**src/rtl/mem_arb_pkg.sv**
```systemverilog
// ============================================================================
// Module   : mem_arb_pkg
// Brief    : Shared widths, FSM state encoding and client ids for the
//            two-client memory arbiter slice.
// Revision : 1.0 - initial release
// ============================================================================
`default_nettype none

package mem_arb_pkg;

    // Memory channel geometry (address counts 128-bit words)
    localparam int MEM_ADDR_BITS = 28;
    localparam int MEM_DATA_BITS = 128;
    localparam int MEM_TAG_BITS  = 5;
    localparam int MEM_MASK_BITS = MEM_DATA_BITS / 8;

    // Read response beats returned per read transaction
    localparam int DATA_CYCLES   = 4;

    // Smallest r such that 2**r >= value
    function automatic int ceil_log2(input int value);
        int r;
        r = 0;
        while ((1 << r) < value) begin
            r = r + 1;
        end
        return r;
    endfunction

    // Beat counter keeps at least one bit so DATA_CYCLES = 1 still builds
    localparam int BEAT_CNT_BITS = (ceil_log2(DATA_CYCLES) < 1) ? 1 : ceil_log2(DATA_CYCLES);

    // Arbiter FSM encoding
    localparam logic [1:0] c_ST_IDLE = 2'd0;
    localparam logic [1:0] c_ST_RD   = 2'd1;
    localparam logic [1:0] c_ST_WR   = 2'd2;

    // Client ids; also the bit index of each client in a grant vector
    localparam logic c_CLIENT_IFETCH = 1'b0;
    localparam logic c_CLIENT_DATA   = 1'b1;

endpackage

`default_nettype wire

```
**src/rtl/mem_arbiter_if.sv**
```systemverilog
// ============================================================================
// Module   : mem_arbiter_if
// Brief    : Bundle of the two client channels and the memory channel.
//            master = the arbiter's view, slave = clients plus memory.
// Revision : 1.0 - initial release
// ============================================================================
`default_nettype none

interface mem_arbiter_if;
    import mem_arb_pkg::*;

    // c0: instruction fetch, read only
    logic                     c0_req_valid;
    logic                     c0_req_ready;
    logic [MEM_ADDR_BITS-1:0] c0_req_addr;
    logic [MEM_TAG_BITS-1:0]  c0_req_tag;
    logic                     c0_resp_valid;
    logic [MEM_DATA_BITS-1:0] c0_resp_data;
    logic [MEM_TAG_BITS-1:0]  c0_resp_tag;

    // c1: data client, read/write
    logic                     c1_req_valid;
    logic                     c1_req_ready;
    logic                     c1_req_rw;
    logic [MEM_ADDR_BITS-1:0] c1_req_addr;
    logic [MEM_TAG_BITS-1:0]  c1_req_tag;
    logic                     c1_data_valid;
    logic                     c1_data_ready;
    logic [MEM_DATA_BITS-1:0] c1_data_bits;
    logic [MEM_MASK_BITS-1:0] c1_data_mask;
    logic                     c1_resp_valid;
    logic [MEM_DATA_BITS-1:0] c1_resp_data;
    logic [MEM_TAG_BITS-1:0]  c1_resp_tag;

    // Memory port
    logic                     mem_req_valid;
    logic                     mem_req_ready;
    logic                     mem_req_rw;
    logic [MEM_ADDR_BITS-1:0] mem_req_addr;
    logic [MEM_TAG_BITS-1:0]  mem_req_tag;
    logic                     mem_req_data_valid;
    logic                     mem_req_data_ready;
    logic [MEM_DATA_BITS-1:0] mem_req_data_bits;
    logic [MEM_MASK_BITS-1:0] mem_req_data_mask;
    logic                     mem_resp_valid;
    logic [MEM_DATA_BITS-1:0] mem_resp_data;
    logic [MEM_TAG_BITS-1:0]  mem_resp_tag;

    modport master (
        input  c0_req_valid, c0_req_addr, c0_req_tag,
        output c0_req_ready, c0_resp_valid, c0_resp_data, c0_resp_tag,
        input  c1_req_valid, c1_req_rw, c1_req_addr, c1_req_tag,
        input  c1_data_valid, c1_data_bits, c1_data_mask,
        output c1_req_ready, c1_data_ready, c1_resp_valid, c1_resp_data, c1_resp_tag,
        output mem_req_valid, mem_req_rw, mem_req_addr, mem_req_tag,
        output mem_req_data_valid, mem_req_data_bits, mem_req_data_mask,
        input  mem_req_ready, mem_req_data_ready,
        input  mem_resp_valid, mem_resp_data, mem_resp_tag
    );

    modport slave (
        output c0_req_valid, c0_req_addr, c0_req_tag,
        input  c0_req_ready, c0_resp_valid, c0_resp_data, c0_resp_tag,
        output c1_req_valid, c1_req_rw, c1_req_addr, c1_req_tag,
        output c1_data_valid, c1_data_bits, c1_data_mask,
        input  c1_req_ready, c1_data_ready, c1_resp_valid, c1_resp_data, c1_resp_tag,
        input  mem_req_valid, mem_req_rw, mem_req_addr, mem_req_tag,
        input  mem_req_data_valid, mem_req_data_bits, mem_req_data_mask,
        output mem_req_ready, mem_req_data_ready,
        output mem_resp_valid, mem_resp_data, mem_resp_tag
    );

endinterface

`default_nettype wire

```
**src/rtl/mem_arb_picker.sv**
```systemverilog
// ============================================================================
// Module   : mem_arb_picker
// Brief    : Combinational two-way grant. One-hot output indexed by client
//            id. Conflict rule selected by macro MEM_ARB_ROUND_ROBIN_EN:
//            defined   -> grant the client that did not win last time,
//            undefined -> the data client (c1) always wins.
// Revision : 1.0 - initial release
// ============================================================================
`default_nettype none

module mem_arb_picker
    import mem_arb_pkg::*;
(
    input  wire logic [1:0] i_valid,
    input  wire logic       i_last_grant,
    output logic      [1:0] o_grant
);

    logic w_conflict_to_data;

`ifdef MEM_ARB_ROUND_ROBIN_EN
    // Alternate under contention: whoever was not served last goes next
    assign w_conflict_to_data = (i_last_grant != c_CLIENT_DATA);
`else
    // Fixed priority: last_grant is still tracked upstream but cannot steer
    assign w_conflict_to_data = i_last_grant | 1'b1;
`endif

    // Single requester wins outright; a conflict is resolved by the rule above
    always_comb begin
        o_grant = 2'b00;
        case (i_valid)
            2'b01:   o_grant = 2'b01;
            2'b10:   o_grant = 2'b10;
            2'b11:   o_grant = w_conflict_to_data ? 2'b10 : 2'b01;
            default: o_grant = 2'b00;
        endcase
    end

endmodule

`default_nettype wire

```
**src/rtl/mem_arbiter.sv**
```systemverilog
// ============================================================================
// Module   : mem_arbiter
// Brief    : Two-client arbiter in front of the external memory port.
//            c0 (ifetch, read only) and c1 (data, read/write) share one
//            request / write-data / response channel set, one transaction
//            in flight at a time. Optional round-robin conflict resolution
//            via macro MEM_ARB_ROUND_ROBIN_EN (default: c1 has priority).
// Revision : 1.0 - initial release
// ============================================================================
`default_nettype none

module mem_arbiter
    import mem_arb_pkg::*;
(
    input  wire logic     clk,
    input  wire logic     reset,
    mem_arbiter_if.master bus
);

    localparam logic [BEAT_CNT_BITS-1:0] c_LAST_BEAT = BEAT_CNT_BITS'(DATA_CYCLES - 1);
    localparam logic [BEAT_CNT_BITS-1:0] c_BEAT_ONE  = BEAT_CNT_BITS'(1);

    logic [1:0]               r_state;
    logic [1:0]               w_state_nxt;
    logic                     r_owner;
    logic                     w_owner_nxt;
    logic [BEAT_CNT_BITS-1:0] r_beat_cnt;
    logic [BEAT_CNT_BITS-1:0] w_beat_cnt_nxt;
    logic                     r_last_grant;
    logic                     w_last_grant_nxt;

    logic [1:0]               w_grant;
    logic                     w_sel_data;
    logic                     w_addr_hs;
    logic                     w_data_hs;

    mem_arb_picker u_picker (
        .i_valid      ({bus.c1_req_valid, bus.c0_req_valid}),
        .i_last_grant (r_last_grant),
        .o_grant      (w_grant)
    );

    assign w_sel_data = w_grant[c_CLIENT_DATA];
    assign w_addr_hs  = bus.mem_req_valid & bus.mem_req_ready;
    assign w_data_hs  = bus.mem_req_data_valid & bus.mem_req_data_ready;

    // State register; reset abandons any in-flight transaction
    always_ff @(posedge clk or negedge reset) begin
        if (!reset) begin
            r_state      <= c_ST_IDLE;
            r_owner      <= c_CLIENT_IFETCH;
            r_beat_cnt   <= '0;
            r_last_grant <= c_CLIENT_DATA;
        end else begin
            r_state      <= w_state_nxt;
            r_owner      <= w_owner_nxt;
            r_beat_cnt   <= w_beat_cnt_nxt;
            r_last_grant <= w_last_grant_nxt;
        end
    end

    // Next state: grant on address handshake, count read beats, wait for write beat
    always_comb begin
        w_state_nxt      = r_state;
        w_owner_nxt      = r_owner;
        w_beat_cnt_nxt   = r_beat_cnt;
        w_last_grant_nxt = r_last_grant;
        case (r_state)
            c_ST_IDLE: begin
                if (w_addr_hs) begin
                    w_owner_nxt      = w_sel_data;
                    w_last_grant_nxt = w_sel_data;
                    w_beat_cnt_nxt   = '0;
                    w_state_nxt      = bus.mem_req_rw ? c_ST_WR : c_ST_RD;
                end
            end
            c_ST_RD: begin
                if (bus.mem_resp_valid) begin
                    if (r_beat_cnt == c_LAST_BEAT) begin
                        w_beat_cnt_nxt = '0;
                        w_state_nxt    = c_ST_IDLE;
                    end else begin
                        w_beat_cnt_nxt = r_beat_cnt + c_BEAT_ONE;
                    end
                end
            end
            c_ST_WR: begin
                if (w_data_hs) begin
                    w_state_nxt = c_ST_IDLE;
                end
            end
            default: begin
                w_state_nxt = c_ST_IDLE;
            end
        endcase
    end

    // Outputs: address mux, ready steering, response routing; handshakes held low in reset
    always_comb begin
        bus.mem_req_rw         = w_sel_data & bus.c1_req_rw;
        bus.mem_req_addr       = w_sel_data ? bus.c1_req_addr : bus.c0_req_addr;
        bus.mem_req_tag        = w_sel_data ? bus.c1_req_tag  : bus.c0_req_tag;
        bus.mem_req_data_bits  = bus.c1_data_bits;
        bus.mem_req_data_mask  = bus.c1_data_mask;
        bus.c0_resp_data       = bus.mem_resp_data;
        bus.c0_resp_tag        = bus.mem_resp_tag;
        bus.c1_resp_data       = bus.mem_resp_data;
        bus.c1_resp_tag        = bus.mem_resp_tag;

        bus.mem_req_valid      = 1'b0;
        bus.c0_req_ready       = 1'b0;
        bus.c1_req_ready       = 1'b0;
        bus.mem_req_data_valid = 1'b0;
        bus.c1_data_ready      = 1'b0;
        bus.c0_resp_valid      = 1'b0;
        bus.c1_resp_valid      = 1'b0;

        if (reset) begin
            case (r_state)
                c_ST_IDLE: begin
                    bus.mem_req_valid = |w_grant;
                    bus.c0_req_ready  = w_grant[c_CLIENT_IFETCH] & bus.mem_req_ready;
                    bus.c1_req_ready  = w_grant[c_CLIENT_DATA]   & bus.mem_req_ready;
                end
                c_ST_RD: begin
                    bus.c0_resp_valid = bus.mem_resp_valid & (r_owner == c_CLIENT_IFETCH);
                    bus.c1_resp_valid = bus.mem_resp_valid & (r_owner == c_CLIENT_DATA);
                end
                c_ST_WR: begin
                    bus.mem_req_data_valid = bus.c1_data_valid;
                    bus.c1_data_ready      = bus.mem_req_data_ready;
                end
                default: begin
                    bus.mem_req_valid = 1'b0;
                end
            endcase
        end
    end

endmodule

`default_nettype wire
```
**src/flat_wrapper.sv**
```systemverilog
// flat-port wrapper written by rule: the top's interface ports become plain ports
module mem_arbiter_flat import mem_arb_pkg::*;
  (clk, reset, bus_c0_req_valid, bus_c0_req_addr, bus_c0_req_tag, bus_c0_req_ready, bus_c0_resp_valid, bus_c0_resp_data, bus_c0_resp_tag, bus_c1_req_valid, bus_c1_req_rw, bus_c1_req_addr, bus_c1_req_tag, bus_c1_data_valid, bus_c1_data_bits, bus_c1_data_mask, bus_c1_req_ready, bus_c1_data_ready, bus_c1_resp_valid, bus_c1_resp_data, bus_c1_resp_tag, bus_mem_req_valid, bus_mem_req_rw, bus_mem_req_addr, bus_mem_req_tag, bus_mem_req_data_valid, bus_mem_req_data_bits, bus_mem_req_data_mask, bus_mem_req_ready, bus_mem_req_data_ready, bus_mem_resp_valid, bus_mem_resp_data, bus_mem_resp_tag);
  mem_arbiter_if bus_i ();
  input  wire logic clk;
  input  wire logic reset;
  input wire logic [$bits(bus_i.c0_req_valid)-1:0] bus_c0_req_valid;
  input wire logic [$bits(bus_i.c0_req_addr)-1:0] bus_c0_req_addr;
  input wire logic [$bits(bus_i.c0_req_tag)-1:0] bus_c0_req_tag;
  output wire logic [$bits(bus_i.c0_req_ready)-1:0] bus_c0_req_ready;
  output wire logic [$bits(bus_i.c0_resp_valid)-1:0] bus_c0_resp_valid;
  output wire logic [$bits(bus_i.c0_resp_data)-1:0] bus_c0_resp_data;
  output wire logic [$bits(bus_i.c0_resp_tag)-1:0] bus_c0_resp_tag;
  input wire logic [$bits(bus_i.c1_req_valid)-1:0] bus_c1_req_valid;
  input wire logic [$bits(bus_i.c1_req_rw)-1:0] bus_c1_req_rw;
  input wire logic [$bits(bus_i.c1_req_addr)-1:0] bus_c1_req_addr;
  input wire logic [$bits(bus_i.c1_req_tag)-1:0] bus_c1_req_tag;
  input wire logic [$bits(bus_i.c1_data_valid)-1:0] bus_c1_data_valid;
  input wire logic [$bits(bus_i.c1_data_bits)-1:0] bus_c1_data_bits;
  input wire logic [$bits(bus_i.c1_data_mask)-1:0] bus_c1_data_mask;
  output wire logic [$bits(bus_i.c1_req_ready)-1:0] bus_c1_req_ready;
  output wire logic [$bits(bus_i.c1_data_ready)-1:0] bus_c1_data_ready;
  output wire logic [$bits(bus_i.c1_resp_valid)-1:0] bus_c1_resp_valid;
  output wire logic [$bits(bus_i.c1_resp_data)-1:0] bus_c1_resp_data;
  output wire logic [$bits(bus_i.c1_resp_tag)-1:0] bus_c1_resp_tag;
  output wire logic [$bits(bus_i.mem_req_valid)-1:0] bus_mem_req_valid;
  output wire logic [$bits(bus_i.mem_req_rw)-1:0] bus_mem_req_rw;
  output wire logic [$bits(bus_i.mem_req_addr)-1:0] bus_mem_req_addr;
  output wire logic [$bits(bus_i.mem_req_tag)-1:0] bus_mem_req_tag;
  output wire logic [$bits(bus_i.mem_req_data_valid)-1:0] bus_mem_req_data_valid;
  output wire logic [$bits(bus_i.mem_req_data_bits)-1:0] bus_mem_req_data_bits;
  output wire logic [$bits(bus_i.mem_req_data_mask)-1:0] bus_mem_req_data_mask;
  input wire logic [$bits(bus_i.mem_req_ready)-1:0] bus_mem_req_ready;
  input wire logic [$bits(bus_i.mem_req_data_ready)-1:0] bus_mem_req_data_ready;
  input wire logic [$bits(bus_i.mem_resp_valid)-1:0] bus_mem_resp_valid;
  input wire logic [$bits(bus_i.mem_resp_data)-1:0] bus_mem_resp_data;
  input wire logic [$bits(bus_i.mem_resp_tag)-1:0] bus_mem_resp_tag;
  assign bus_i.c0_req_valid = bus_c0_req_valid;
  assign bus_i.c0_req_addr = bus_c0_req_addr;
  assign bus_i.c0_req_tag = bus_c0_req_tag;
  assign bus_c0_req_ready = bus_i.c0_req_ready;
  assign bus_c0_resp_valid = bus_i.c0_resp_valid;
  assign bus_c0_resp_data = bus_i.c0_resp_data;
  assign bus_c0_resp_tag = bus_i.c0_resp_tag;
  assign bus_i.c1_req_valid = bus_c1_req_valid;
  assign bus_i.c1_req_rw = bus_c1_req_rw;
  assign bus_i.c1_req_addr = bus_c1_req_addr;
  assign bus_i.c1_req_tag = bus_c1_req_tag;
  assign bus_i.c1_data_valid = bus_c1_data_valid;
  assign bus_i.c1_data_bits = bus_c1_data_bits;
  assign bus_i.c1_data_mask = bus_c1_data_mask;
  assign bus_c1_req_ready = bus_i.c1_req_ready;
  assign bus_c1_data_ready = bus_i.c1_data_ready;
  assign bus_c1_resp_valid = bus_i.c1_resp_valid;
  assign bus_c1_resp_data = bus_i.c1_resp_data;
  assign bus_c1_resp_tag = bus_i.c1_resp_tag;
  assign bus_mem_req_valid = bus_i.mem_req_valid;
  assign bus_mem_req_rw = bus_i.mem_req_rw;
  assign bus_mem_req_addr = bus_i.mem_req_addr;
  assign bus_mem_req_tag = bus_i.mem_req_tag;
  assign bus_mem_req_data_valid = bus_i.mem_req_data_valid;
  assign bus_mem_req_data_bits = bus_i.mem_req_data_bits;
  assign bus_mem_req_data_mask = bus_i.mem_req_data_mask;
  assign bus_i.mem_req_ready = bus_mem_req_ready;
  assign bus_i.mem_req_data_ready = bus_mem_req_data_ready;
  assign bus_i.mem_resp_valid = bus_mem_resp_valid;
  assign bus_i.mem_resp_data = bus_mem_resp_data;
  assign bus_i.mem_resp_tag = bus_mem_resp_tag;
  mem_arbiter u_core (.clk(clk), .reset(reset), .bus(bus_i));
endmodule
```
**config.mk**
```make
export PLATFORM = sky130hd
export DESIGN_NAME = mem_arbiter_flat
export DESIGN_NICKNAME = d
export VERILOG_FILES = /design/src/rtl/mem_arb_pkg.sv /design/src/rtl/mem_arbiter_if.sv /design/src/rtl/mem_arb_picker.sv /design/src/rtl/mem_arbiter.sv /design/src/flat_wrapper.sv
export SDC_FILE = /design/constraint.sdc
export NUM_CORES = 1
export LEC_CHECK = 0
export CORE_AREA = 10 10 302 304
export DETAILED_ROUTE_END_ITERATION = 10
export DIE_AREA = 0 0 312 314
export GPL_TIMING_DRIVEN = 0
export PLACE_DENSITY_LB_ADDON = 0.12
export SYNTH_ARGS = -nofsm -noshare
export SYNTH_HDL_FRONTEND = slang
export SYNTH_HIERARCHICAL = 1
export SYNTH_SLANG_ARGS = --single-unit
```
**constraint.sdc**
```tcl
create_clock -name clk -period 1.4 [get_ports clk]
set_clock_uncertainty 0.05 [all_clocks]
set_input_delay 0.28 -clock clk [delete_from_list [all_inputs] [get_ports clk]]
set_output_delay 0.28 -clock clk [all_outputs]
set_load 0.05 [all_outputs]
```
# Word level (Yosys, flattened, before mapping)
# Index checks and enable logic that the tools add are counted.
[word_totals]
reg_bits = 5
latchBits = 0
ram_bits = 0
mem_bits_ro = 0
input_bits = 352
out_inout_bits = 451
wordCells = 56
mem_count = 0
[op_classes]
add_sub_neg = 1
mul = 0
div_mod_pow = 0
order_cmp = 0
n_eq_ne = 10
shifts = 0
mux = 27
bitwise = 8
reduce_logical = 7
[ops]
columns = ["operator", "n"]
rows = [
  ["$mux W28", 1],
  ["$mux W2", 8],
  ["$mux W1", 14],
  ["$eq A2 B2 Y1 const B", 4],
  ["$pmux W2 S2", 2],
  ["$and A1 B1 Y1", 7],
  ["$ne A2 B1 Y1 const B", 3],
  ["$pmux W2 S3", 1],
  ["$mux W5", 1],
  ["$eq A2 B1 Y1 const B", 2],
  ["$reduce_and A4 Y1", 1],
  ["$reduce_or A2 Y1", 2],
  ["$reduce_and A3 Y1", 1],
  ["$add A2 B1 Y2 const B", 1],
  ["$logic_not A2 Y1", 1],
  ["$ne A2 B2 Y1 const B", 1],
  ["$reduce_and A2 Y1", 1],
  ["$reduce_bool A2 Y1", 1],
  ["$not A1 Y1", 1],
]

# Depth between registers and ports, before layout
[depth]
word_depth = 9
mapped_depth = 6

# Hierarchy
# The synthesis kept the hierarchy.
[modules_own_cells]
columns = ["mod", "n_inst", "cells_per_inst", "area_each_um2", "seq_area_each_um2"]
rows = [
  ["mem_arbiter", 1, 484, 3872.5, 151.4],
  ["mem_arb_picker", 1, 2, 10.0, 0.0],
]

# Worst setup path after synthesis
# No wires, ideal clock.
[synth_path]
path_kind = "register -> output"
startpoint = "register u_core.r_state[1]"
endpoint = "output bus_c0_resp_valid"
arrival_ns = 1.367
t_required_ns = 1.070
path_slack_ns = -0.297
stages_incl_launch_ff = 4
n_path_buf = 0
path_cell_list = "dfrtp_1 -> nor2b_1 -> nand3_1 -> nor2_1"
[synth_via]
elab_chain_len = 3
[synth_lines]
columns = ["element", "line_no", "rtl"]
rows = [
  ["start, declared", "mem_arbiter.sv:23", "logic [1:0] r_state;"],
  ["start signal, assigned", "mem_arbiter.sv:50", "r_state <= c_ST_IDLE;"],
  ["start signal, assigned", "mem_arbiter.sv:55", "r_state <= w_state_nxt;"],
  ["$eq A2 B1 Y1", "mem_arbiter.sv:119", "case (r_state)"],
  ["$mux W1", "mem_arbiter.sv:119", ""],
  ["$mux W1", "mem_arbiter.sv:118", "if (reset) begin"],
  ["end, declared", "flat_wrapper.sv:11", "output wire logic [$bits(bus_i.c0_resp_valid)-1:0] bus_c0_resp_valid;"],
]
# No other way between the ends.

# Worst setup path after layout
[layout_path]
startpoint = "register u_core.r_state[0]"
endpoint = "output bus_c0_req_ready"
[layout_via]
elab_chain_len = 3
[layout_lines]
columns = ["element", "line_no", "rtl"]
rows = [
  ["$logic_not A2 Y1", "mem_arbiter.sv:119", ""],
  ["$mux W1", "mem_arbiter.sv:119", ""],
  ["$mux W1", "mem_arbiter.sv:118", ""],
  ["end, declared", "flat_wrapper.sv:10", "output wire logic [$bits(bus_i.c0_req_ready)-1:0] bus_c0_req_ready;"],
]
# No other way between the ends.

==> flow_summary_export.csv <==
group,metric,value,unit
power,p_total,6.187,mW
sta,period_minus_slack,1.611,ns
yosys,syn_nets,837,
finish,num_antenna_cells,0,
placement,dp_cells,2153,
die,io_pins,803,
drt,drc_errors,0,
sta,post-route-worst-setup-slack,-0.2107,ns
yosys,ys.warnings.count,6,
sta,rsz0062_at_grt,"true",
critical_path,crit_required,1.07,ns
drt,drtAntennaViolNets,0,
critical_path,crit_fanout,7,
die,die_x,312,microns
drt,dr.first_iter.drc_count,42,
critical_path,ff2ff_path_depth,3,
global_route,antenna_found_initial,0,
die,coreArea,84880,sq um
die,dieArea,97970,sq um
clock_network,cts_htree_levels,1,
finish,nets,1383,
sta,slew_viol_final,0,
min_path,hold_depth,4,
status,failed_checks,"negative setup slack",
finish,fillers,9957,
yosys,syn_area_per_cell,7.952,sq um
finish,multi_input_area,759.5,sq um
global_route,grt_max_degree,14,
clock_network,cts-root-buf,"clkbuf_16",
clock_network,cts.clk_slew.worst_paths,0.03,ns
sta,slew_headroom,61.78,%
sta,max_freq,620.8,MHz
finish,finalNonFillerCells,2173,
power,ir_drop,299.0,uV
global_route,grt_overflow_total,0,
critical_path,criticalPathCategory,"reg2out",
die,die_y,314,microns
critical_path,arrival,1.28,ns
min_path,min-delay-path-class,"in2reg",
global_route,grtUsageTotal,5.598,%
sta,timing.final.hold_violations,0,
power,power_density,580.9,nW/um^2
global_route,grt_pass1_wl,40.49,mm
clock_network,clock_latency,0.23,ns
drt,wl_per_cell,14.41,microns
finish,area.sequential,126.4,sq um
drt,vias,4609,
finish,layout-drive-gt1-share,51.21,%
clock_network,cts_tree,"yes",
clock_network,clock_sinks,5,
die,initial_core_util,4.534,%
drt,routed_wl,31.31,mm
global_route,grt_pass1_vias,5066,
finish,area_delta_synth_final,176.8,%
clock_network,cts_buffer_depth,2,
die,row_count,107,
yosys,synthCells,484,
critical_path,start_kind,"register",
placement,hpwl,29.81,mm
drt,vias_per_cell,2.121,
drt,drtPass1Iterations,4,
sta,fin_crit_sh,115.1,%
status,status,"finished, violations left",
placement,gp_congestion,0.7640,
yosys,syn-cell-area,3849,sq um
clock_network,cts-buffers-inserted,3,
sta,tightest_slew,0.5756,ns
sta,setup_viol_count_final,40,
run,maxCapViolCount,0,
critical_path,cp-end-kind,"output pin",
power,p_leak,5.394,nW
placement,io_buffers,525,
## layout by cell type (no fill, tap or decap), types with 2 or more instances in the layout
cell type	instances
a22o_1	4
buf_12	4
buf_16	2
buf_4	418
buf_6	30
buf_8	18
clkbuf_16	4
clkdlybuf4s50_1	65
dfrtp_1	4
dlygate4sd2_1	412
dlymetal6s2s_1	4
inv_1	2
inv_2	2
mux2_4	33
nor2_1	2
nor2_4	2
nor2b_4	2
o211a_4	2
## critical path, cell delays in order, from the launching register on
cell	delay (ns)
dfrtp_1	0.36
buf_6	0.13
nor2_4	0.12
nand4_1	0.18
inv_2	0.11
buf_8	0.15
## state kept, by name, indices dropped and copies added (netlist names)
register           cells
u_core/r_owner         1
u_core/r_beat_cnt      2
u_core/r_state         2
## what timing repair did
item	CTS	global route
cloned	3	1
hold endpoints to repair	0	5
endpoints found under the setup margin	456	41
hold buffers	0	1
setup buffers	11	1
pin swaps	6	2
gates resized for setup	757	14
## routing by layer
metal | routed length, microns | GRT usage, %
met4 | 0 | 0.09790
met3 | 3688 | 2.697
met5 | 0 | 0
met1 | 8286 | 4.298
met2 | 19340 | 12.54
## final timing paths
kind                                 startpoint              endpoint  slack, ns
max                           u_core/r_state[0]      bus_c0_req_ready      -0.21
min                               bus_c1_req_rw     u_core/r_state[0]       0.43
max reg2reg                u_core/r_beat_cnt[0]  u_core/r_beat_cnt[1]       0.12
min reg2reg                      u_core/r_owner        u_core/r_owner       0.48
max in group asynchronous                 reset     u_core/r_state[1]       0.43
min in group asynchronous                 reset        u_core/r_owner       0.61
## per-stage QoR
step	hold slack [ns]	TNS [ns]	instance area (sq um)	utilization, %	setup WS [ns]
finish	0.4288	-6.538	10650	12.55	-0.2107
CTS	0.009085	-7.580	10590	12.47	-0.2270
detailed placement	0.4642	-96.47	10660	12.56	-1.367
floorplan	-0.06559	-0.2106	3974	-	-0.1053
global route	0.4526	-7.512	10650	12.55	-0.2545
global placement	0.4638	-99.18	10660	12.56	-1.390
## where the power goes
part / total (mW) / internal, mW / leakage (nW) / switching [mW]
Combinational: 5.47 / 2.07 / 5.30 / 3.40
Clock: 0.467 / 0.377 / 0.0382 / 0.0898
Sequential: 0.248 / 0.202 / 0.0595 / 0.0455
Total: 6.19 / 2.65 / 5.39 / 3.54
## final cells by class
cell class | instances | area share (%)
Timing Repair Buffer | 541 | 47.47
Buffer | 416 | 29.90
Sequential cell | 5 | 1.186
Clock buffer | 4 | 0.7400
Tap cell | 1144 | 13.44
Multi-Input combinational cell | 59 | 7.130
Inverter | 4 | 0.1410
No activity file was read; power rests on OpenSTA's default activity.
